### src/rtl/ram_slot_arbiter.sv
// SRAM slot arbiter: the 6502 bus owns S4-S7 of each bus cycle, and one background
// fill/copy/checksum access runs in the PHI1 slot S1-S3 while the phase stays locked.
module ram_slot_arbiter #(
  parameter int ADDR_W = 20,
  parameter int DATA_W = 8
) (
  input  logic              C7M,
  input  logic              nRES,
  input  logic [2:0]        S,
  input  logic              bus_sel,
  input  logic              bus_we,
  input  logic [ADDR_W-1:0] bus_addr,
  input  logic [DATA_W-1:0] bus_wdata,
  input  logic              bg_req,
  input  logic              bg_we,
  input  logic [ADDR_W-1:0] bg_addr,
  input  logic [DATA_W-1:0] bg_wdata,
  output logic              bg_gnt,
  output logic              bg_done,
  output logic              bg_abort,
  output logic [DATA_W-1:0] bg_rdata,
  input  logic [DATA_W-1:0] ram_rdata,
  output logic [ADDR_W-1:0] ram_addr,
  output logic [DATA_W-1:0] ram_wdata,
  output logic              ram_oe,
  output logic              ram_cs,
  output logic              ram_we_n
);

  typedef enum logic [1:0] {
    IDLE,
    SETUP,
    STROBE,
    DONE
  } bgState_e;

  bgState_e state;
  bgState_e stateNext;

  logic              bgWe;
  logic              bgWeNext;
  logic              gntNext;
  logic              doneNext;
  logic              abortNext;
  logic [DATA_W-1:0] rdataNext;
  logic [ADDR_W-1:0] addrNext;
  logic [DATA_W-1:0] wdataNext;
  logic              oeNext;
  logic              csNext;
  logic              weNNext;
  logic              busPathOn;
  logic              busOwn;

  // The bus decode is sampled one slot early (S3..S6) so the pins are driven during S4..S7.
  assign busOwn = bus_sel && (S >= 3'd3) && (S <= 3'd6);

  always_ff @(posedge C7M or negedge nRES) begin
    if (!nRES) begin
      state <= IDLE;
    end else begin
      state <= stateNext;
    end
  end

  always_ff @(posedge C7M or negedge nRES) begin
    if (!nRES) begin
      bgWe      <= 1'b0;
      bg_gnt    <= 1'b0;
      bg_done   <= 1'b0;
      bg_abort  <= 1'b0;
      bg_rdata  <= '0;
      ram_addr  <= '0;
      ram_wdata <= '0;
      ram_oe    <= 1'b0;
      ram_cs    <= 1'b0;
      ram_we_n  <= 1'b1;
    end else begin
      bgWe      <= bgWeNext;
      bg_gnt    <= gntNext;
      bg_done   <= doneNext;
      bg_abort  <= abortNext;
      bg_rdata  <= rdataNext;
      ram_addr  <= addrNext;
      ram_wdata <= wdataNext;
      ram_oe    <= oeNext;
      ram_cs    <= csNext;
      ram_we_n  <= weNNext;
    end
  end

  always_comb begin
    stateNext = state;
    bgWeNext  = bgWe;
    gntNext   = bg_gnt;
    doneNext  = 1'b0;
    abortNext = 1'b0;
    rdataNext = bg_rdata;
    addrNext  = ram_addr;
    wdataNext = ram_wdata;
    oeNext    = ram_oe;
    csNext    = ram_cs;
    weNNext   = ram_we_n;
    busPathOn = 1'b0;

    case (state)
      IDLE: begin
        if (S == 3'd1 && bg_req && !bus_sel) begin
          // ram_addr/ram_wdata double as the latched background address and data.
          stateNext = SETUP;
          bgWeNext  = bg_we;
          gntNext   = 1'b1;
          csNext    = 1'b1;
          oeNext    = bg_we;
          weNNext   = 1'b1;
          addrNext  = bg_addr;
          wdataNext = bg_wdata;
        end else begin
          busPathOn = 1'b1;
        end
      end

      SETUP: begin
        if (S == 3'd2 && !bus_sel) begin
          stateNext = STROBE;
          weNNext   = ~bgWe;
        end else begin
          stateNext = IDLE;
          abortNext = 1'b1;
          gntNext   = 1'b0;
          csNext    = 1'b0;
          oeNext    = 1'b0;
          weNNext   = 1'b1;
          busPathOn = 1'b1;
        end
      end

      STROBE: begin
        if (S == 3'd3 && !bus_sel) begin
          stateNext = DONE;
          weNNext   = 1'b1;
          doneNext  = 1'b1;
          gntNext   = 1'b0;
          csNext    = 1'b0;
          oeNext    = 1'b0;
          if (!bgWe) begin
            rdataNext = ram_rdata;
          end
        end else begin
          // A write aborted here may already have landed; the requester retries regardless.
          stateNext = IDLE;
          abortNext = 1'b1;
          gntNext   = 1'b0;
          csNext    = 1'b0;
          oeNext    = 1'b0;
          weNNext   = 1'b1;
          busPathOn = 1'b1;
        end
      end

      DONE: begin
        stateNext = IDLE;
        busPathOn = 1'b1;
      end

      default: begin
        stateNext = IDLE;
      end
    endcase

    if (busPathOn) begin
      if (busOwn) begin
        csNext    = 1'b1;
        addrNext  = bus_addr;
        wdataNext = bus_wdata;
        oeNext    = bus_we;
        weNNext   = ~(bus_we && (S == 3'd4 || S == 3'd5));
      end else begin
        csNext  = 1'b0;
        oeNext  = 1'b0;
        weNNext = 1'b1;
      end
    end
  end

endmodule

### config.mk
export PLATFORM = sky130hd
export DESIGN_NAME = ram_slot_arbiter
export DESIGN_NICKNAME = d
export VERILOG_FILES = /design/src/rtl/ram_slot_arbiter.sv
export SDC_FILE = /design/constraint.sdc
export NUM_CORES = 1
export LEC_CHECK = 0
export ABC_AREA = 0
export CORE_UTILIZATION = 36
export CTS_CLUSTER_SIZE = 40
export DETAILED_ROUTE_END_ITERATION = 10
export HOLD_SLACK_MARGIN = 0.08
export PLACE_DENSITY = 0.76
export SLEW_MARGIN = 5
export SYNTH_ARGS = -nofsm -noshare
export SYNTH_HDL_FRONTEND = slang
export SYNTH_SLANG_ARGS = --single-unit
### constraint.sdc
create_clock -name C7M -period 2.03 [get_ports C7M]
set_input_delay 0.5075 -clock C7M [delete_from_list [all_inputs] [get_ports C7M]]
set_output_delay 0.5075 -clock C7M [all_outputs]
set_load 0.01 [all_outputs]
---- Word-level counts from Yosys, hierarchy flattened ----
Cells that the tools add are included.
storage, ports and cells
  bits in registers ....................... 45
  bits in read-only memories .............. 0
  memories ................................ 0
  memory bits (writable) .................. 0
  input bits .............................. 73
  bits in latches ......................... 0
  output and inout port bits .............. 42
cells by class
  divide/modulo/power cells ............... 0
  mux-type cells .......................... 32
  multiply operators ...................... 0
  bitwise logic cells ..................... 2
  equal/unequal tests ..................... 12
  reduce and logical (&&, ||, !) cells .... 17
  order comparisons ....................... 2
  add/subtract/negate cells ............... 0
  shift-type cells ........................ 0
operator list
  kind                                                                   count
  20-bit 2-to-1 mux                                                      4
  8-bit 2-to-1 mux                                                       4
  1-bit 2-to-1 mux                                                       15
  1-bit one-hot mux with 3 select lines                                  3
  3-bit AND reduction                                                    3
  2-bit one-hot mux with 4 select lines                                  1
  1-bit logical AND                                                      7
  3-bit by 2-bit equality test with 1-bit output, second input constant  2
  3-bit equality test, second input constant                             2
  2-bit 2-to-1 mux                                                       3
  3-bit inequality test, second input constant                           2
  2-bit equality test, second input constant                             2
  2-bit inequality test, second input constant                           2
  1-bit one-hot mux with 4 select lines                                  1
  2-bit AND reduction                                                    2
  4-bit nonzero test                                                     1
  3-bit by 1-bit equality test with 1-bit output, second input constant  1
  3-bit by 2-bit >= comparator with 1-bit output, second input constant  1
  3-bit <= comparator, second input constant                             1
  3-bit nonzero test                                                     1
  2-bit by 1-bit equality test with 1-bit output, second input constant  1
  2-bit zero test                                                        1
  1-bit inverter                                                         2
  1-bit one-hot mux with 2 select lines                                  1
  other kinds (2)                                                        2

---- Longest topological paths before layout ----
  depth after elaboration ................. 7
  depth in mapped cells ................... 8

---- Worst setup path before layout ----
Ideal clock, no wire load.
  path kind ............................... register to register
  start ................................... reg state[0]
  end ..................................... reg ram_addr[10]
  setup time .............................. 125 ps
  required time ........................... 1905 ps
  slack ................................... 132 ps
  arrival ................................. 1773 ps
  clock period less this slack ............ 1898 ps
  cell stages (with the launch flop) ...... 8
  path through ............................ dfrtp_1 inv_1 ha_1 or2_2 o21ai_1 buf_4 buf_6 mux2_2
on the way
  word-level cells in the longest chain between the ends .. 4
  elaborated cells between the ends (all ways) .. 8
RTL lines
  item                                                                                           RTL line  source
  start: declaration                                                                             37        bgState_e state;
  start signal: assignment                                                                       61        state <= stateNext;
  parallel branches: the longest is 3 deep, another holds 1-bit one-hot mux with 4 select lines  -
  20-bit 2-to-1 mux *                                                                            170       if (busPathOn) begin
  via addrNext[10]                                                                               46        logic [ADDR_W-1:0] addrNext;
  end signal: assignment                                                                         83        ram_addr <= addrNext;
  end: declaration                                                                               23        output logic [ADDR_W-1:0] ram_addr,
Mark *: on every way through the listed nets, which the timed path passes.
A chain may end at the register's enable or synchronous reset.

---- Worst setup path after layout ----
  start ................................... in bg_req
  end ..................................... reg ram_wdata[4]
on the way
  word-level cells in the longest chain between the ends .. 6
  elaborated cells between the ends (all ways) .. 8
RTL lines
  item                               RTL line  source
  start: declaration                 14        input logic bg_req,
  1-bit logical AND * (2 in series)  107       if (S == 3'd1 && bg_req && !bus_sel) begin
  8-bit 2-to-1 mux                   107
  8-bit 2-to-1 mux                   105       case (state)
  8-bit 2-to-1 mux                   171       if (busOwn) begin
  8-bit 2-to-1 mux *                 170
  via wdataNext[4]                   47        logic [DATA_W-1:0] wdataNext;
  end signal: assignment             84        ram_wdata <= wdataNext;
  end: declaration                   24        output logic [DATA_W-1:0] ram_wdata,
The timed path passes the listed nets; every way through them passes the cells marked *.

==> metrics.txt <==
status finished, final reports clean; Main synth FF type dfrtp_1; fill cell count 480; mux share of post-synthesis cell area 35.5%; vias 1,764; GRT Overall Usage 16.8%; clock insertion delay at the later pin of the skew report 290 ps; Rows 28; clock sink total 45; number of DRC markers in iteration 0 46; Synth Area in Compound Gates 3.03%; TritonCTS clock tree done; syn_nets 239; Initial Utilization 38.0%; final core utilization 63.1%; Final Hold Viols 0; largest net degree at the start of global routing 28; synth top area cells dfrtp_1 (48%), mux2_2 (33%), ha_1 (2.2%); most frequent cells after synthesis mux2_2 (66), dfrtp_1 (44), inv_1 (6), mux2i_1 (5); Final Net Count 374; drt wl/cell 14.3 um; worst r2r path cells 6; Max clock buf depth 2; Synth area leader dfrtp_1; Worst Tran Pin Value 481 ps; Slew Viols, Final 0; WL final 5320 um; xor/xnor share of the synthesized area 0%; unrepaired setup endpoints after global routing true; post-route ant nets 0; Post-DP HPWL 4080 um; dpl cells 362; drt pass-1 iters 4; cts bufs inserted 5; top cell type's share of synthesized area 48.4%; Max Cap Violations 0; Synth Area in Simple Gates 5.34%; Clock Skew 2.07 ps; clock-pin slew on the worst setup and hold paths 90 ps; root buf cell clkbuf_8; r2r startpoint state[1]; Post-Synth Adder-Cell Area 2.20%; Finished Layout Cells 373; final setup fails 0; worst-case vdd ir drop 592 uV; chip height 81.5 um; critical path class in -> reg; I/O pins 115; Highest Clock Rate 0.516 GHz; first-pass GRT wire length 8380 um; core area 5990 sq um; Critical path destination ram_wdata[4]; class of the worst hold path in -> async; antenna violations before repair 0; CP endpoint kind flop; Gate Count Post-Synth 162; Diodes inserted 0; CTS H-tree depth 2; largest family of logic cells by synthesized area multiplexers; Post-Syn Area 2270 sq um; Seq/Total Area, Yosys 49.6%; vias in the first global route 1,852; most frequent cell after synthesis mux2_2; Pwr Density 1060 nW/um^2; CP startpoint kind input pin; fin crit share 95.5%; Seq cells post-synth 45; terminus of the critical flop-to-flop path ram_wdata[5]; Mean Syn Cell Area 14.0 sq um; final RePlAce weighted congestion 0.833; P_leak 0.00163 uW; Worst Path Max Fanout 7; share of layout cells above drive strength 1 35.6%; Worst slew margin 67.9%; Setup Total Neg Slack 0 ps; crit path DAT 2120 ps; DR vias/cell 4.73; Area Overhead vs Synth 66.2%; fin crit period 1940 ps; WP data required 2210 ps; port bufs 114; reg2reg setup slack 100 ps; DR DRC count 0; GRT overflow 0; Yosys warning count 0; Synth async-reset ratio 100%; die area 6640 sq um; cts hold-fix bufs 0; CP startpoint bg_req; width of the die 81.5 um; Yosys cell types 33; Post-synth EDFFs 0
-- report_power, final --
part           total, uW  switching, uW  leakage [uW]  internal, uW
Combinational       2030            696       0.00103          1330
Sequential          1420            172      0.000553          1250
Clock                556            312     0.0000445           245
-- placed cells by master, fill, tap and decap left out, types with 2 or more instances in the layout --
master | synthesis | layout
dfrtp_1 | 44 | 44
inv_1 | 6 | 6
buf_4 | 1 | 15
nor2b_1 | 2 | 2
mux2i_1 | 5 | 5
dlygate4sd2_1 | 0 | 3
nand2_1 | 4 | 4
buf_12 | 1 | 4
clkbuf_8 | 2 | 5
mux2_2 | 66 | 66
nor2_1 | 2 | 2
clkdlybuf4s50_1 | 0 | 109
ha_1 | 4 | 4
o21ai_0 | 2 | 2
-- flip-flops by register name, summed over array words and instances (netlist names), 2 cells and up --
signal / flops
state: 2
ram_addr: 20
bg_rdata: 8
ram_wdata: 8
-- critical path, cell delays in order --
cell and delay [ps]:
clkdlybuf4s50_1 500, and4_4 260, buf_12 130, buf_12 120, mux2_2 330, mux2_2 260
-- stage by stage --
step	worst slack (ps)	total power [uW]	cell area (sq um)	hold slack, ps
after floorplan	132	2440	2270	212
after global placement	-294	3440	3600	489
after detailed placement	-337	3480	3600	492
after CTS	38.3	4060	3780	171
after global routing	-21.6	4300	3780	194
final	92.0	4010	3780	166
-- cell type report --
type                    count  area [sq um]  area share (%)
clock buffers               5          68.8            1.82
repair buffers            135          1390            36.7
well taps                  75          93.8            2.48
clock inverters             3          21.3           0.563
multi-input cells         104          1060            28.0
inverters                   6          22.5           0.596
flip-flops and latches     45          1130            29.8
-- kinds of logic after synthesis --
family,count (synthesis)
DFF,45
adders and majority gates,4
AOI/OAI and AO/OA,9
muxes,72
buffers and inverters,13
and+or+nand+nor,19
-- worst min path at each step --
stage | from | endpoint | slack (ps) | cells after the start
after CTS | nRES | ram_addr[13] | 170 | 1
after floorplan | nRES | bgWe | 210 | 0
after global placement | bg_rdata[0] | bg_rdata[0] | 490 | 1
after global routing | nRES | ram_wdata[7] | 190 | 1
final | nRES | ram_addr[13] | 170 | 1
after detailed placement | nRES | ram_addr[13] | 490 | 1
-- layer usage --
| layer | wire length [um] | GRT usage (%) |
|---|---|---|
| met2 | 2730 | 29.8 |
| met3 | 454 | 4.89 |
| met1 | 2060 | 19.4 |
| met4 | 85 | 5.18 |
| met5 | 0 | 0 |
-- repair_timing --
action	in CTS	in global routing
setup buffers	1	0
gates cloned	2	0
resized for setup	5	1
endpoints found under the setup margin	28	22
pin swaps	2	0
(Power assumes the default switching activity.)
